**config.mk**
```make
export PLATFORM = sky130hd
export DESIGN_NAME = instr_sequencer
export DESIGN_NICKNAME = d
export VERILOG_FILES = /design/src/rtl/instr_sequencer.sv
export SDC_FILE = /design/constraint.sdc
export NUM_CORES = 1
export LEC_CHECK = 0
export BUFFER_PORTS_ARGS = -buffer_cell sky130_fd_sc_hd__buf_2
export CORE_AREA = 2 2 87 89
export DETAILED_ROUTE_END_ITERATION = 12
export DIE_AREA = 0 0 89 91
export GPL_TIMING_DRIVEN = 0
export PLACE_DENSITY = 0.79
export SYNTH_ARGS = -nofsm -noshare
export SYNTH_HDL_FRONTEND = slang
export SYNTH_SLANG_ARGS = --single-unit
```
**constraint.sdc**
```tcl
create_clock -name clk -period 3.8 [get_ports clk]
set_clock_uncertainty 0.15 [all_clocks]
set_input_delay 0.76 -clock clk [delete_from_list [all_inputs] [get_ports clk]]
set_output_delay 0.76 -clock clk [all_outputs]
set_load 0.005 [all_outputs]
```
**src/rtl/instr_sequencer.sv**
```systemverilog
// Multicycle fetch/issue controller: fetches 16-bit instructions from a synchronous
// single-port memory and sequences ALU, LOAD, STORE, controller-input, branch and HALT.
//
// Handshake: ctrl_valid/ctrl_ack is a valid/consume pair. In CTL_WAIT, the controller
// waits for ctrl_valid=1. In that same cycle it pulses ctrl_ack for one cycle while
// ctrl_data is written back. ctrl_valid may already be high on entry to CTL_WAIT.
module instr_sequencer #(
  parameter logic [15:0] RESET_PC = 16'h0000
) (
  input  logic        clk,
  input  logic        reset,
  input  logic [15:0] mem_rdata,
  input  logic [15:0] reg_a,
  input  logic [15:0] reg_b,
  input  logic [15:0] flags,
  input  logic [15:0] ctrl_data,
  input  logic        ctrl_valid,
  output logic        ctrl_ack,
  output logic [15:0] instr,
  output logic        ren,
  output logic [1:0]  load_sel,
  output logic [15:0] mem_addr,
  output logic [15:0] mem_wdata,
  output logic        mem_we,
  output logic [15:0] pc,
  output logic        halted,
  output logic [2:0]  dbg_state
);

  typedef enum logic [2:0] {
    S_FETCH    = 3'd0,
    S_FWAIT    = 3'd1,
    S_EXEC     = 3'd2,
    S_LD_ADDR  = 3'd3,
    S_LD_WB    = 3'd4,
    S_ST       = 3'd5,
    S_CTL_WAIT = 3'd6,
    S_HALT     = 3'd7
  } state_e;

  localparam logic [7:0] OP_ALU_LAST = 8'h16;
  localparam logic [7:0] OP_CMP_LAST = 8'h0C;
  localparam logic [7:0] OP_LOAD     = 8'h99;
  localparam logic [7:0] OP_STORE    = 8'hDA;
  localparam logic [7:0] OP_CTLST    = 8'h80;
  localparam logic [7:0] OP_BEQ      = 8'hC0;
  localparam logic [7:0] OP_BNE      = 8'hC1;
  localparam logic [7:0] OP_BRA      = 8'hC2;
  localparam logic [7:0] OP_HALT     = 8'hFF;

  state_e      state_q, state_d;
  logic [15:0] pc_q, pc_d;
  logic [15:0] ir_q, ir_d;
  logic        flag_z_q, flag_z_d;

  logic [7:0]  opcode;
  logic [15:0] pc_inc;
  logic [15:0] br_target;
  logic        ren_c, we_c, ack_c;
  logic [1:0]  ls_c;
  logic [15:0] addr_c;

  // The controller ignores ctrl_data and every flag except Z; the datapath consumes them.
  logic unused_inputs;
  assign unused_inputs = ^{ctrl_data, flags[15:5], flags[3:0]};

  assign opcode    = ir_q[15:8];
  assign pc_inc    = pc_q + 16'd1;
  assign br_target = pc_inc + {{8{ir_q[7]}}, ir_q[7:0]};

  always_ff @(posedge clk) begin
    if (!reset) begin
      state_q  <= S_FETCH;
      pc_q     <= RESET_PC;
      ir_q     <= 16'h0017;
      flag_z_q <= 1'b0;
    end else begin
      state_q  <= state_d;
      pc_q     <= pc_d;
      ir_q     <= ir_d;
      flag_z_q <= flag_z_d;
    end
  end

  always_comb begin
    state_d  = state_q;
    pc_d     = pc_q;
    ir_d     = ir_q;
    flag_z_d = flag_z_q;
    ren_c    = 1'b0;
    we_c     = 1'b0;
    ack_c    = 1'b0;
    ls_c     = 2'b00;
    addr_c   = pc_q;
    unique case (state_q)
      S_FETCH: state_d = S_FWAIT;
      S_FWAIT: begin
        ir_d    = mem_rdata;
        state_d = S_EXEC;
      end
      S_EXEC: begin
        state_d = S_FETCH;
        pc_d    = pc_inc;
        if (opcode <= OP_ALU_LAST) begin
          // Compares only update Z; they have no register result.
          ren_c = !(opcode inside {[8'h0A:8'h0C]});
          if (opcode <= OP_CMP_LAST) flag_z_d = flags[4];
        end else begin
          case (opcode)
            OP_LOAD: begin
              state_d = S_LD_ADDR;
              pc_d    = pc_q;
            end
            OP_STORE: begin
              state_d = S_ST;
              pc_d    = pc_q;
            end
            OP_CTLST: begin
              state_d = S_CTL_WAIT;
              pc_d    = pc_q;
            end
            OP_BEQ: if (flag_z_q) pc_d = br_target;
            OP_BNE: if (!flag_z_q) pc_d = br_target;
            OP_BRA: pc_d = br_target;
            OP_HALT: begin
              state_d = S_HALT;
              pc_d    = pc_q;
            end
            default: ;
          endcase
        end
      end
      S_LD_ADDR: begin
        addr_c  = reg_a;
        state_d = S_LD_WB;
      end
      S_LD_WB: begin
        ls_c    = 2'b01;
        ren_c   = 1'b1;
        pc_d    = pc_inc;
        state_d = S_FETCH;
      end
      S_ST: begin
        addr_c  = reg_b;
        we_c    = 1'b1;
        pc_d    = pc_inc;
        state_d = S_FETCH;
      end
      S_CTL_WAIT: begin
        if (ctrl_valid) begin
          ls_c    = 2'b10;
          ren_c   = 1'b1;
          ack_c   = 1'b1;
          pc_d    = pc_inc;
          state_d = S_FETCH;
        end
      end
      S_HALT: ;
      default: state_d = S_FETCH;
    endcase
  end

  // Strobes are gated by reset so a reset edge never commits a write or an ack.
  assign ren       = ren_c & reset;
  assign mem_we    = we_c & reset;
  assign ctrl_ack  = ack_c & reset;
  assign load_sel  = reset ? ls_c : 2'b00;
  assign mem_addr  = addr_c;
  assign mem_wdata = reg_a;
  assign instr     = ir_q;
  assign pc        = pc_q;
  assign halted    = (state_q == S_HALT);
  assign dbg_state = state_q;

endmodule

```
==> flow_summary.json, run 1 <==
{
  "maxCapViolations": 0,
  "synthMuxAreaShare_pct": 1.23,
  "dpl_cell_area_um2": 4000,
  "dr.pass1.iters": 5,
  "rsz0062_at_grt": "no",
  "core_area_um2": 7140,
  "worstMarginPinSlew_ns": 0.701,
  "io_buffer_count": 124,
  "root_buffer": "clkbuf_8",
  "cts_buffer_depth": 2,
  "ys_warn_count": 0,
  "totalWireLength_um": 9810,
  "wl_per_cell_um": 14.4,
  "post_cts_resized": 0,
  "drive_gt1_share_pct": 30.6,
  "power_mw": 1.08,
  "start_util_pct": 45.6,
  "grt_max_degree": 15,
  "cp_max_fo": 6,
  "netlist_area_um2": 3250,
  "gp_congestion": 0.948,
  "met2_usage_pct": 41.1,
  "met3_usage_pct": 3.09,
  "crit_path_start_kind": "flip-flop",
  "synth_top_family_by_area": "simple AND/OR/NAND/NOR gates",
  "grt.busiest_layer": "met2",
  "rows": 31,
  "viasPerCell": 5.46,
  "htree_num_levels": 2,
  "worstSetupEndpointType": "flip-flop",
  "fin_area_um2": 4100,
  "fillers": 711,
  "ys_ff_latch": 36,
  "status": "finished clean",
  "required_ns": 3.80,
  "track_usage_pct": 24.2,
  "num_vias": 3718,
  "worstPathCellList": "ha_2, nand2_2, nor2_4, inv_2, nor3_2, xor2_1, ha_1, a21o_1, a21oi_1, nor3b_1, o211ai_1, a21o_1, and3_4, o211ai_2, a21oi_1",
  "finalNetCount": 684,
  "insertion_delay_ns": 0.29,
  "maxSlewViolCount": 0,
  "die_w_um": 89,
  "antenna_found_initial": 0,
  "cpPeakStageDelay_ns": 0.47,
  "power.leakage_nw": 2.02,
  "cts_buffers": 5,
  "synth-compound-area-share_pct": 22.3,
  "antenna_cells": 0,
  "min_path_type": "flip-flop to flip-flop",
  "use_met1_pct": 30.0,
  "cts_sinks": 36,
  "ys_seq_area_share_pct": 22.2,
  "drc": 0,
  "timing.final.crit_share_pct": 94.0,
  "fin_cells": 681,
  "cts_hold_buf": 0,
  "vdd_drop_max_v": 0.000195,
  "max_slew_margin_pct": 53.1,
  "final_util_pct": 57.4,
  "hold_viol": 0,
  "synth_cells": 450,
  "tritoncts": "built",
  "clk_pin_slew_ns": 0.07,
  "clkPwrFrac_pct": 27.3,
  "setup_ws_ns": 0.228,
  "synth-simple-area-share_pct": 30.0,
  "p_int_mw": 0.708,
  "fmax_mhz": 280,
  "grt_pass1_vias": 3497,
  "synth_ff_type": "dfxtp_1",
  "overflow": 0,
  "dpl.cell_count": 673,
  "synth_adder_area_share_pct": 7.92,
  "crit_start": "pc[1]",
  "p_comb_share_pct": 31.6,
  "worst_hold_slack_ns": 0.349,
  "synth_nets": 553,
  "die_area_um2": 8100,
  "cts_setup_buffers": 0,
  "drt_iter0_markers": 202,
  "die_h_um": 91,
  "synth_xor_area_share_pct": 7.27,
  "syn_to_final_growth_pct": 25.9,
  "ant_nets": 0,
  "fin_crit_ns": 3.57,
  "p_sw_mw": 0.373,
  "dp_hpwl_um": 7700,
  "power.density_nw_per_um2": 264,
  "io_pins": 156,
  "multi_input_area_um2": 2240,
  "p_sw_share_pct": 34.5,
  "synth.distinct_cells": 59,
  "final.setup.tns_ns": 0,
  "synthArstFlopShare_pct": 0,
  "seqCellArea_um2": 722,
  "grt_pass1_wl_um": 15800,
  "crit_type": "flip-flop to flip-flop",
  "synth_edf_count": 0,
  "cp.arrival_ns": 3.57,
  "r2r-start": "pc[1]",
  "place_worst_setup_slack_ns": 0.158,
  "p_seq_share_pct": 41.1,
  "slowest_stage": "dfxtp_1",
  "min_from": "instr[0]",
  "setup_violations": 0,
  "avgSynthCellArea_um2": 7.23
}
## critical path, delay by kind of cell (launching register included)
| kind | cells | cell delay, ns |
|---|---|---|
| and+or+nand+nor | 5 | 1.02 |
| xor gates and xnor gates | 1 | 0.18 |
| DFF | 1 | 0.47 |
| adders and majority gates | 2 | 0.60 |
| AOI/OAI and AO/OA | 6 | 0.95 |
| buffers and inverters | 1 | 0.06 |
## power groups by stage
stage	registers [mW]	logic [mW]	clock network, mW
final	0.444	0.341	0.295
after CTS	0.444	0.340	0.301
after global routing	0.450	0.381	0.311
after detailed placement	0.452	0.339	0
after global placement	0.451	0.331	0
after floorplan	0.444	0.218	0
## worst paths after layout
check	slack, ns	end	cells past startpoint
setup / recovery	0.23	pc[15]	15
hold / removal	0.35	instr[0]	2
setup reg to reg	0.23	pc[15]	15
hold reg to reg	0.35	instr[0]	2
## area by class of cell
type | count | area share [%]
clock inverter | 1 | 0.183
tap | 99 | 3.02
clock buffer | 7 | 2.11
buffer | 40 | 5.93
sequential | 36 | 17.6
timing repair buffer | 124 | 15.2
inverter | 15 | 1.37
multi-input combinational | 359 | 54.6
## routing by layer
metal / vias to the layer above / routed length [um]
li1: 1838 / -
met1: 1712 / 4070
met2: 144 / 4820
met3: 24 / 567
met4: 0 / 348
met5: - / 0
## kinds of logic after synthesis
logic type,after synthesis
and+or+nand+nor,194
AOI/OAI and AO/OA,114
buffers and inverters,55
DFF,36
xor gates and xnor gates,27
adders and majority gates,20
muxes,4
## sequential cells by signal, indices dropped and copies added, names as in the netlist
signal	cells
dbg_state	3
pc	16
flag_z_q	1
instr	16
## cells in the mapped netlist, types with 2 or more instances
library cell  count  area, um^2
a211oi_1          4        30.0
a21o_1            9        67.6
a21oi_1          46         230
a21oi_2           2        17.5
a22oi_1          16         120
a31oi_1           4        25.0
and3_1            9        56.3
buf_2             5        25.0
buf_4            18         135
clkbuf_1         15        56.3
dfxtp_1          36         721
ha_1             19         238
inv_1            13        48.8
inv_2             2        7.51
mux2i_1           4        40.0
nand2_1          93         349
nand2b_1          3        18.8
nand3_1          12        60.1
nand3b_1          2        15.0
nand4_1           7        43.8
nor2_1           30         113
nor3_1            9        45.0
nor3_2            3        30.0
nor3b_1           2        15.0
nor3b_2           2        25.0
nor4_1            5        31.3
o2111ai_1         2        17.5
o211ai_1          3        22.5
o21ai_0          15        75.1
o21ai_1           2        10.0
o221a_1           3        33.8
or3_1             2        12.5
or4_1             2        15.0
xnor2_1          18         158
xor2_1            9        78.8
## cell usage in the layout, fill, tap and decap left out, drive strengths merged, types with 3 or more instances in the layout
cell type	n
buf	149
nand2	94
a21oi	48
dfxtp	36
nor2	31
clkbuf	22
ha	19
xnor2	18
o21ai	17
a22oi	16
inv	15
nand3	14
nor3	12
and3	10
xor2	9
a21o	9
nand4	8
nor4	6
mux2i	4
a211oi	4
a31oi	4
o211ai	4
nor3b	4
nand2b	3
o221a	3
No activity file was read; power rests on OpenSTA's default activity.
==> inputs of run 2 (changes only) <==
--- a/config.mk
+++ b/config.mk
@@ -6,11 +6,11 @@
 export NUM_CORES = 1
 export LEC_CHECK = 0
 export BUFFER_PORTS_ARGS = -buffer_cell sky130_fd_sc_hd__buf_2
-export CORE_AREA = 2 2 87 89
+export CORE_AREA = 2 2 83 85
 export DETAILED_ROUTE_END_ITERATION = 12
-export DIE_AREA = 0 0 89 91
+export DIE_AREA = 0 0 85 87
 export GPL_TIMING_DRIVEN = 0
-export PLACE_DENSITY = 0.79
+export PLACE_DENSITY = 0.86
 export SYNTH_ARGS = -nofsm -noshare
 export SYNTH_HDL_FRONTEND = slang
 export SYNTH_SLANG_ARGS = --single-unit
==> constraint.sdc (replaced) <==
create_clock -name clk -period 4.2 [get_ports clk]
set_clock_uncertainty 0.15 [all_clocks]
set_input_delay 0.84 -clock clk [delete_from_list [all_inputs] [get_ports clk]]
set_output_delay 0.84 -clock clk [all_outputs]
set_load 0.005 [all_outputs]
==> run 2 against run 1 <==
Flip-flop and latch count unchanged. Die area down 8.7%. Hold slack better by 0.00097 ns. Setup slack better by 0.34 ns. Register-to-register slack better by 0.34 ns. Wire length down 1.5%. Via count up 1.6%. Clock power down 9.5%. Combinational power down 9.4%. Critical path depth unchanged. Cell area down 0.76%. Fmax down 1.7%. Critical endpoint unchanged.
==> flow_summary.json, run 2 (synthesized netlist as in run 1, its figures left out) <==
{
  "power.leakage_nw": 2.03,
  "grt_pass1_wl_um": 15400,
  "die_h_um": 87,
  "grt_pass1_vias": 3304,
  "rrSetupSlack_ns": 0.57,
  "io_buffer_count": 124,
  "setup_violations": 0,
  "worstMarginPinSlew_ns": 0.672,
  "die_area_um2": 7400,
  "final_cell_mix": "buf_2, nand2_1, a21oi_1, dfxtp_1, nor2_1",
  "vdd_drop_max_v": 0.000188,
  "antenna_cells": 0,
  "final.setup.tns_ns": 0,
  "holdPathEnd": "instr[0]",
  "required_ns": 4.21,
  "fin_crit_ns": 3.63,
  "root_buffer": "clkbuf_8",
  "min_path_type": "flip-flop to flip-flop",
  "fillers": 601,
  "finalNetCount": 684,
  "dp_hpwl_um": 7450,
  "status": "finished clean",
  "power.density_nw_per_um2": 241,
  "dr.pass1.iters": 5,
  "cp_max_fo": 8,
  "drt_iter0_markers": 278,
  "overflow": 0,
  "final_common_cell": "buf_2",
  "cp.arrival_ns": 3.65,
  "hold_viol": 0,
  "seqCellArea_um2": 721,
  "track_usage_pct": 25.4,
  "multi_input_area_um2": 2230,
  "drc": 0,
  "fmax_mhz": 275,
  "num_vias": 3777,
  "timing.final.crit_share_pct": 86.5,
  "insertion_delay_ns": 0.30,
  "crit_type": "flip-flop to flip-flop",
  "grt_max_degree": 15,
  "max_slew_margin_pct": 55.1,
  "clk_pin_slew_ns": 0.08,
  "cts_setup_buffers": 0,
  "p_comb_share_pct": 31.6,
  "crit_start": "pc[0]",
  "syn_to_final_growth_pct": 24.9,
  "start_util_pct": 49.5,
  "p_sw_share_pct": 34.5,
  "p_int_mw": 0.640,
  "min_from": "instr[0]",
  "die_w_um": 85,
  "htree_num_levels": 2,
  "cts_hold_buf": 0,
  "maxCapViolations": 0,
  "clkPwrFrac_pct": 27.3,
  "cts_sinks": 36,
  "reg2reg_depth": 15,
  "wl_per_cell_um": 14.6,
  "io_pins": 156,
  "viasPerCell": 5.71,
  "r2r-start": "pc[0]",
  "post_cts_resized": 0,
  "antenna_found_initial": 0,
  "totalWireLength_um": 9660,
  "drive_gt1_share_pct": 30.1,
  "worstSetupEndpointType": "flip-flop",
  "crit_path_start_kind": "flip-flop",
  "timing.rr.end": "pc[15]",
  "power_mw": 0.978,
  "p_sw_mw": 0.338,
  "core_area_um2": 6570,
  "cts_buffers": 5,
  "gp_congestion": 0.984,
  "p_seq_share_pct": 41.1,
  "maxSlewViolCount": 0,
  "cts_buffer_depth": 2,
  "min_delay_path_depth": 2,
  "tritoncts": "built",
  "rsz0062_at_grt": "no",
  "ant_nets": 0,
  "rows": 30
}
## run 2: changes by cell type in the layout (fill, tap and decap cells not counted)
| cell | previous run | this run |
|---|---|---|
| dfxtp_1 | 35 | 36 |
| ha_2 | 1 | 0 |
| dfxtp_2 | 1 | 0 |
| clkbuf_1 | 16 | 17 |
| ha_1 | 18 | 19 |
| clkinvlp_4 | 1 | 0 |
## run 2: power groups by stage
stage          Clock, mW  Combinational, mW  Sequential [mW]
3_3_place_gp           0              0.297            0.407
2_1_floorplan          0              0.197            0.402
5_1_grt            0.285              0.346            0.405
3_5_place_dp           0              0.307            0.409
6_report           0.267              0.309            0.402
4_1_cts            0.268              0.308            0.401
## run 2: layout make-up
type | count | area share (%)
clock buffer | 8 | 2.22
timing repair buffer | 124 | 15.3
tap | 80 | 2.46
sequential | 36 | 17.7
inverter | 15 | 1.39
buffer | 40 | 5.97
multi-input combinational | 359 | 55.0
## run 2: worst max-delay path by stage
| stage | endpoint | slack, ns |
|---|---|---|
| floorplan | pc[13] | 1.04 |
| detailed placement | pc[15] | 0.62 |
| global route | pc[15] | 0.28 |
| CTS | pc[15] | 0.60 |
| global placement | pc[15] | 0.67 |
| finish | pc[15] | 0.57 |
## run 2: worst max-delay path: stages, from the launching register on
cell and delay, ns:
dfxtp_1 0.52, ha_1 0.30, nand2_2 0.11, nor2_4 0.18, inv_2 0.06, nor3_2 0.34, xor2_1 0.18, ha_1 0.30
a21o_1 0.19, a21oi_1 0.17, nor3b_1 0.24, o211ai_1 0.15, a21o_1 0.20, and3_4 0.17, o211ai_2 0.14, a21oi_1 0.08
## run 2: layer usage
metal / global-route usage (%) / wire, um / share of wire, %
met5: 0 / 0 / 0
met4: 10.5 / 258 / 2.7
met3: 3.89 / 560 / 5.8
met2: 43.6 / 4760 / 49
met1: 31.9 / 4080 / 42
## run 2: through the flow
step	hold slack, ns	cell area (um^2)	setup slack, ns	cells	utilization [%]
5_1_grt	0.386	4060	0.284	662	61.9
3_5_place_dp	0.342	3970	0.617	654	60.5
2_1_floorplan	0.314	3250	1.04	450	-
6_report	0.350	4060	0.566	662	61.9
4_1_cts	0.353	4060	0.604	662	61.9
3_3_place_gp	0.337	3970	0.669	654	60.5
